**src/rtl/if_prefetch.sv**
```systemverilog
// if_prefetch: instruction prefetch queue sitting in front of a combinational
// instruction memory. Fetches one word per cycle into a small circular queue,
// stops at a halt opcode, and supports redirect (flush) and a global freeze.
module if_prefetch #(
  parameter int          DATA_W  = 32,
  parameter int          ADDR_W  = 12,
  parameter int          DEPTH   = 4,
  parameter logic [3:0]  HALT_OP = 4'b1111
) (
  input  logic                clk,
  input  logic                reset,
  input  logic                delay,
  output logic [ADDR_W-1:0]   mem_addr,
  input  logic [DATA_W-1:0]   mem_data,
  input  logic                br_valid,
  input  logic [ADDR_W+1:0]   br_addr,
  output logic [DATA_W-1:0]   ins,
  output logic [ADDR_W+1:0]   ins_pc,
  output logic                ins_valid,
  input  logic                ins_ready,
  output logic                over
);

  localparam int PTR_W = $clog2(DEPTH);
  localparam int CNT_W = PTR_W + 1;
  localparam int PC_W  = ADDR_W + 2;

  logic [PC_W-1:0]   pc_q, pc_d;
  logic [DATA_W-1:0] word_q [DEPTH];
  logic [DATA_W-1:0] word_d [DEPTH];
  logic [PC_W-1:0]   epc_q  [DEPTH];
  logic [PC_W-1:0]   epc_d  [DEPTH];
  logic [PTR_W-1:0]  rd_ptr_q, rd_ptr_d;
  logic [PTR_W-1:0]  wr_ptr_q, wr_ptr_d;
  logic [CNT_W-1:0]  count_q, count_d;
  logic              halt_seen_q, halt_seen_d;
  logic              over_q, over_d;

  logic empty, full, pop, is_halt, fetch, push;

  // Handshake and fetch qualification, all from registered state plus inputs.
  always_comb begin
    empty   = (count_q == '0);
    full    = (count_q == CNT_W'(DEPTH));
    pop     = !empty && ins_ready && !delay;
    is_halt = (mem_data[DATA_W-1:DATA_W-4] == HALT_OP);
    fetch   = !delay && !br_valid && !halt_seen_q && !over_q && (!full || pop);
    push    = fetch && !is_halt;
  end

  // Outputs come only from the queue registers; an empty queue shows zeros.
  assign mem_addr  = pc_q[PC_W-1:2];
  assign ins_valid = !empty;
  assign ins       = empty ? '0 : word_q[rd_ptr_q];
  assign ins_pc    = empty ? '0 : epc_q[rd_ptr_q];
  assign over      = over_q;

  // Next-state: freeze holds everything, a finished program ignores redirects,
  // a redirect flushes the queue ahead of any push/pop, otherwise stream.
  always_comb begin
    pc_d        = pc_q;
    rd_ptr_d    = rd_ptr_q;
    wr_ptr_d    = wr_ptr_q;
    count_d     = count_q;
    halt_seen_d = halt_seen_q;
    over_d      = over_q;
    for (int i = 0; i < DEPTH; i++) begin
      word_d[i] = word_q[i];
      epc_d[i]  = epc_q[i];
    end

    if (!delay && !over_q) begin
      if (br_valid) begin
        pc_d        = {br_addr[PC_W-1:2], 2'b00};
        rd_ptr_d    = '0;
        wr_ptr_d    = '0;
        count_d     = '0;
        halt_seen_d = 1'b0;
      end else begin
        if (pop) begin
          rd_ptr_d = rd_ptr_q + PTR_W'(1);
        end
        if (push) begin
          word_d[wr_ptr_q] = mem_data;
          epc_d[wr_ptr_q]  = pc_q;
          wr_ptr_d         = wr_ptr_q + PTR_W'(1);
          pc_d             = pc_q + PC_W'(4);
        end
        if (fetch && is_halt) begin
          halt_seen_d = 1'b1;
        end
        count_d = count_q + CNT_W'(push) - CNT_W'(pop);
        if (halt_seen_q && empty) begin
          over_d = 1'b1;
        end
      end
    end
  end

  // Control state register; reset applies only when not frozen.
  always_ff @(posedge clk) begin
    if (reset && !delay) begin
      pc_q        <= '0;
      rd_ptr_q    <= '0;
      wr_ptr_q    <= '0;
      count_q     <= '0;
      halt_seen_q <= 1'b0;
      over_q      <= 1'b0;
    end else begin
      pc_q        <= pc_d;
      rd_ptr_q    <= rd_ptr_d;
      wr_ptr_q    <= wr_ptr_d;
      count_q     <= count_d;
      halt_seen_q <= halt_seen_d;
      over_q      <= over_d;
    end
  end

  // Queue storage; contents are masked by count, so they need no reset.
  generate
    for (genvar gi = 0; gi < DEPTH; gi++) begin : g_entry
      always_ff @(posedge clk) begin
        word_q[gi] <= word_d[gi];
        epc_q[gi]  <= epc_d[gi];
      end
    end
  endgenerate

endmodule

```
**config.mk**
```make
export PLATFORM = sky130hd
export DESIGN_NAME = if_prefetch
export DESIGN_NICKNAME = d
export VERILOG_FILES = /design/src/rtl/if_prefetch.sv
export SDC_FILE = /design/constraint.sdc
export NUM_CORES = 1
export LEC_CHECK = 0
export BUFFER_PORTS_ARGS = -buffer_cell sky130_fd_sc_hd__buf_2
export CAP_MARGIN = 20
export CORE_MARGIN = 1
export CORE_UTILIZATION = 62
export CTS_CLUSTER_SIZE = 24
export DETAILED_ROUTE_END_ITERATION = 10
export PLACE_DENSITY = 0.83
export SYNTH_ARGS = -nofsm -noshare
export SYNTH_HDL_FRONTEND = slang
export SYNTH_SLANG_ARGS = --single-unit
```
**constraint.sdc**
```tcl
create_clock -name clk -period 5.4 [get_ports clk]
set_input_delay 0.81 -clock clk [delete_from_list [all_inputs] [get_ports clk]]
set_output_delay 0.81 -clock clk [all_outputs]
set_load 0.1 [all_outputs]
```
==> metrics, run 1 <==
die footprint 13600 um2; CTS tree done; post-synthesis cell area between 8000 and 9000 um2; global route overflow 0; antenna-violating nets left 0; Placed Area between 8000 and 9000 um2; total number of vias 4619; Post-CTS Hold Fix Bufs 0; I/O pins ~110; Placed Cells around 700; Tcrit/Tclk final a little over three fifths; Fin Clk Skew roughly 0.0078 ns; min-delay worst type reg2reg; distinct cell type count after synthesis 55; setup tns final 0 ns; Hold Path End count_q[2]; Worst R2R Setup Slack 2.31 ns; # setup viols final 0; Cells after Synth 461; RSZ-0062 raised after global routing no; reg2reg start over; FMAX 296 MHz; vias in the first global route between 4000 and 5000; Critical Path RT roughly 5.8 ns; die width 117 um; CP Launch Type primary input; main combinational cell family by area after synthesis multiplexers; first-pass GRT wire length around 24000 um; pwr/cell area 391 nW/um2; Max Cap Viol 0; synth top area cells edfxtp_1 (65%), mux4_2 (12%), dfxtp_1 (5.6%), and2_1 (3.8%), ha_1 (1.1%); status finished clean; core area 12700 um2; H-tree depth 4; WL final approximately 16000 um; initial core utilization 64.2%; row cnt 41; P_leak between 0.003 and 0.004 uW; fill cell count 770; Crit Path Max Fanout 33; slew margin rel. between 30% and 40%; Compound-Gate Fraction of Synth Area 5.07%; largest net degree at the start of global routing 47; ant diodes 0; r2r endpoint count_q[2]; Min-Delay Path Depth 2; fin cells 752; post-synth top area cell edfxtp_1; Total GRT Usage around a quarter; met1 Use GR between 30% and 40%; initial DRC count just over 500; asr flop ratio synth 0%; Hold Slack around 0.52 ns; Reg clk slew, reported paths 0.06 ns; Max clock buf depth 2; fin crit period between 3 and 4 ns; Vias per Instance about 6.1; synth warn 0; flops & latches, synth between 150 and 200; Post-Synth Adder-Cell Area 1.32%; Max VDD drop between 0.00015 and 0.0002 V; Simple-Gate Fraction of Synth Area 8.38%; Placer Congestion approximately 0.82; most frequent cells in the layout edfxtp_1 (176), buf_2 (106), and2_1 (45), mux4_2 (44), dfxtp_1 (21); most common cell after layout, fill and taps aside edfxtp_1; Post-Synth XOR/XNOR Area less than 1%; DRC 0; crit end category flop; Worst Slack Setup Final slightly above 2 ns; final instance area 9430 um2; die height ~120 um; share of post-route cells with drive strength above 1 between 30% and 40%; HPWL Detailed 9560 um; register area between 5000 and 6000 um2; Place WS around 1.6 ns; syn_area_per_cell 17.7 um2; # clock sinks 199; wire per inst around 21 um; Post-synth EDFFs 176; register area share after synthesis about 70%; Synth top area share ~65%; met3 usage approximately 5.4%; # Post-CTS Setup Buffers 0; Hold Vio Cnt, Final 0; root buf cell clkbuf_16; area of the multi-input gates approximately 2300 um2; Reg2Reg Depth 12; Pins Over Slew Limit 0; ys flop type edfxtp_1; routing usage on met2 approximately two fifths; mux contribution to synthesized area ~13%; area grow syn2layout 15.4%; drt pass-1 iters 5; GRT busiest layer met2; Worst-Margin Slew roughly 0.91 ns; Worst EP arrival about 3.7 ns; PortBufs approximately 110; post_cts resized 0; worst skew pair latency 0.43 ns; NumNets Final 626; Crit Path Class in2reg; worst hold start count_q[2]; initial antenna violation count 0; CTS Buf Count 17
-- power by group --
part	leakage, uW	internal [uW]	switching [uW]	total [uW]
logic	0.00129	148	488	636
clock network	0.000265	719	509	1230
registers	0.00179	1760	64.0	1820
total	0.00335	2620	1060	3690
-- worst max-delay path by stage --
stage	from	end	slack, ns
CTS	flop	ins[12]	2.03
global route	br_valid	count_q[2]	1.82
finish	br_valid	count_q[2]	2.02
global placement	br_valid	word_q[0][20]	1.76
floorplan	count_q[1]	ins_pc[10]	2.06
detailed placement	br_valid	count_q[2]	1.61
-- registers in the layout (all words and copies together), names as in the netlist, named ones only --
name         count
word_q         128
epc_q           48
pc_q            12
count_q          3
rd_ptr_q         2
wr_ptr_q         2
halt_seen_q      1
over             1
-- synthesized netlist by cell type, types with 2 or more instances --
cell type  number
clkbuf_1       18
buf_2           6
a31oi_1         4
nand2_1        15
or4_1           2
o21ai_0         4
o32ai_1         5
and4_1          7
nor2b_1         2
or3_1           2
mux4_2         44
a2111oi_4       2
edfxtp_1      176
a211o_1         2
dfxtp_1        23
and2_1         49
ha_1            7
a2bb2oi_1       4
nor3b_1         2
inv_1          10
nor2_1         11
nand4_1         3
nor3_1          8
buf_4           2
a21oi_1        12
nand3_1         5
buf_6           2
mux2i_1         3
a211oi_1        5
-- layer usage --
layer  share of wire [%]  vias up  wire length (um)
met4                 2.7        0               429
li1                    -     2049                 -
met3                 5.9       39               933
met1                  42     2322              6560
met2                  50      209              7790
met5                   0        -                 0
-- layout make-up --
class                           instances  share of cell area [%]
Clock buffer                           21                    4.67
Multi-Input combinational cell        225                    24.0
Clock inverter                         11                    1.39
Tap cell                              172                    2.28
Sequential cell                       199                    61.0
Inverter                               10                   0.398
Timing Repair Buffer                  114                    6.27
-- worst max-delay path, cell delays in order --
cell	delay, ns
buf_2	0.28
or3_1	0.43
a2111oi_4	0.68
inv_1	0.11
ha_1	0.30
inv_1	0.05
ha_1	0.13
inv_1	0.05
fa_1	0.37
xor2_1	0.16
o21ai_0	0.16
nand2_1	0.07
a21oi_1	0.11
-- stage by stage --
step | total power [uW] | util (%)
after floorplan | 2350 | -
after global placement | 2470 | 69.6
after detailed placement | 2490 | 69.6
after CTS | 3700 | 74.1
after global routing | 3790 | 74.1
final | 3690 | 74.1
-- cell families (layout without fill, tap and decap cells) --
group | count (synthesis) | in the layout
compound gates | 51 | 51
xor+xnor | 1 | 1
fa+ha+maj | 8 | 8
buf+inv | 38 | 156
flops | 199 | 199
mux | 48 | 48
other cells | 1 | 2
simple gates | 115 | 115
No activity file was read; power rests on OpenSTA's default activity.
==> run 2: changes to the inputs <==
--- a/config.mk
+++ b/config.mk
@@ -8,10 +8,10 @@
 export BUFFER_PORTS_ARGS = -buffer_cell sky130_fd_sc_hd__buf_2
 export CAP_MARGIN = 20
 export CORE_MARGIN = 1
-export CORE_UTILIZATION = 62
+export CORE_UTILIZATION = 52
 export CTS_CLUSTER_SIZE = 24
 export DETAILED_ROUTE_END_ITERATION = 10
-export PLACE_DENSITY = 0.83
+export PLACE_DENSITY = 0.74
 export SYNTH_ARGS = -nofsm -noshare
 export SYNTH_HDL_FRONTEND = slang
 export SYNTH_SLANG_ARGS = --single-unit
==> constraint.sdc (replaced) <==
create_clock -name clk -period 3.1 [get_ports clk]
set_input_delay 0.465 -clock clk [delete_from_list [all_inputs] [get_ports clk]]
set_output_delay 0.465 -clock clk [all_outputs]
set_load 0.1 [all_outputs]
==> metrics, run 2 (same netlist as run 1, synthesis figures left out) <==
status finished clean; RSZ-0062 raised after global routing no; initial DRC count 393 (-22%); initial core utilization 53.5% (-11 points); Sw Pwr 1880 uW (+77%); drt pass-1 iters 4 (-1); core area 15300 um2 (+20%); # setup viols final 0 (unchanged); initial antenna violation count 0 (unchanged); largest register by flop count word_q; fin crit period 2.65 ns; share of power burned in registers 48.1% (-1.3 points); Min-Delay Path Depth 1 (-1); Worst-Margin Slew 0.667 ns (-0.240 ns); WL final 15900 um (+1.4%); row cnt 45 (+9.8%); HPWL Detailed 10000 um (+4.6%); P_leak 0.00344 uW (+2.5%); Reg clk slew, reported paths 0.07 ns (about the same); r2r endpoint count_q[2]; CP most frequent cell inv_1; final instance area 9640 um2 (+2.3%); CTS Buf Count 17 (unchanged); total number of vias 4570 (-1.1%); reg2reg start over; Post-CTS Hold Fix Bufs 0 (unchanged); Tcrit/Tclk final between 80% and 90%; Pint 4670 uW (+78%); share of total power in combinational logic 17.6% (+0.3 points); ant diodes 0 (unchanged); area grow syn2layout 18.0%; Slowest-stage cell, CP or3_1; Max VDD drop 0.000514 V (+190%); worst skew pair latency 0.43 ns (about the same); FMAX ~380 MHz; min-delay worst type in2reg; PortBufs 106 (unchanged); total power 6550 uW (+78%); H-tree depth 4 (unchanged); pwr/cell area 680 nW/um2 (+74%); I/O pins 111 (unchanged); # Post-CTS Setup Buffers 0 (unchanged); Sw Share 28.7% (-0.061 points); Crit Path Max Fanout 7 (-79%); Vias per Instance 5.71 (-7.0%); largest net degree at the start of global routing 45 (-4.3%); die footprint 16200 um2 (+19%); Largest regs word_q: 128 flops, epc_q: 48 flops, pc_q: 12 flops; Hold Path End word_q[3][4]; Reg2Reg Depth 12 (unchanged); # clock sinks 199 (unchanged); cell breakdown of the critical path or3_1 -> a2111oi_4 -> inv_1 -> ha_1 -> inv_1 -> ha_1 -> inv_1 -> fa_1 -> xor2_1 -> o21ai_0 -> nand2_1 -> a21oi_1; die width 127 um (+9.0%); wire per inst 19.9 um (-4.7%); Max Cap Viol 0 (unchanged); Worst EP arrival 3.01 ns (-0.73 ns); Clk pwr share 34.3% (+1.0 points); fill cell count 1114 (+45%); die height 127 um (+9.0%); Worst R2R Setup Slack 0.45 ns (-1.86 ns); vias in the first global route 4665 (+0.32%); first-pass GRT wire length 24800 um (+2.4%); Largest register FFs 128 (unchanged); Placer Congestion 0.822 (about the same); DRC 0 (unchanged); Critical Path RT 3.46 ns (-2.30 ns); crit end category flop; Fin Clk Skew 0.00908 ns (+0.00131 ns); CP max stage delay 0.43 ns (-0.25 ns); Crit Path Class reg2reg; worst hold start mem_data[4]; antenna-violating nets left 0 (unchanged); most common cell after layout, fill and taps aside edfxtp_1; Total GRT Usage 20.9% (-4.1 points); Placed Area 9030 um2 (+2.0%); CP Launch Type flop; Hold Vio Cnt, Final 0 (unchanged); root buf cell clkbuf_16; global route overflow 0 (unchanged); CTS tree done; post_cts resized 0 (unchanged); slew margin rel. 55.5% (+16 points); share of post-route cells with drive strength above 1 35.7% (+1.9 points); NumNets Final 635 (+1.4%); most frequent cells in the layout edfxtp_1 (176), buf_2 (106), and2_1 (45), mux4_2 (44), dfxtp_1 (20); Max clock buf depth 2 (unchanged); setup tns final 0 ns (unchanged); Pins Over Slew Limit 0 (unchanged)
run 2: worst max-delay path by stage:
stage | start | end | slack (ns) | cells past startpoint
2_1_floorplan | count_q[1] | ins_pc[10] | 0.10 | 4
3_3_place_gp | delay | count_q[2] | 0.28 | 13
3_5_place_dp | delay | count_q[2] | 0.18 | 13
4_1_cts | over | count_q[2] | 0.44 | 12
5_1_grt | over | count_q[2] | 0.24 | 12
6_report | over | count_q[2] | 0.45 | 12
run 2: layout make-up:
cell class | count | area (um2) | area share (%)
sequential | 199 | 5750 | 59.6
timing repair buffer | 123 | 721 | 7.47
clock inverter | 15 | 184 | 1.91
multi-input combinational | 225 | 2260 | 23.4
inverter | 10 | 37.5 | 0.389
tap | 211 | 264 | 2.74
clock buffer | 17 | 425 | 4.41
run 2: through the flow:
step           std cells  util (%)  hold slack [ns]  setup slack (ns)
2_1_floorplan        462         -            0.458             0.103
3_3_place_gp         768      59.2            0.474             0.276
3_5_place_dp         768      59.2            0.485             0.177
4_1_cts              800      63.2            0.233             0.444
5_1_grt              800      63.2            0.240             0.241
6_report             800      63.2            0.248             0.454
run 2: power groups by stage:
stage                     registers, uW  clock network (uW)  logic (uW)
final                              3150                2250        1150
after global routing               3160                2370        1210
after CTS                          3150                2280        1160
after detailed placement           3210                   0        1160
after global placement             3190                   0        1150
after floorplan                    3330                   0         766
run 2: metal layers:
layer	up-vias	wire, um	global-route usage (%)
li1	2068	-	-
met1	2335	6630	26.7
met2	150	8290	35.5
met3	17	812	4.23
met4	0	199	8.05
met5	-	0	0
run 2: critical path, delay by kind of cell (launching register included):
family,cells,cell delay [ns]
fa+ha+maj,3,0.80
compound gates,3,0.58
simple gates,2,0.50
flops,1,0.35
buf+inv,3,0.19
xor+xnor,1,0.17
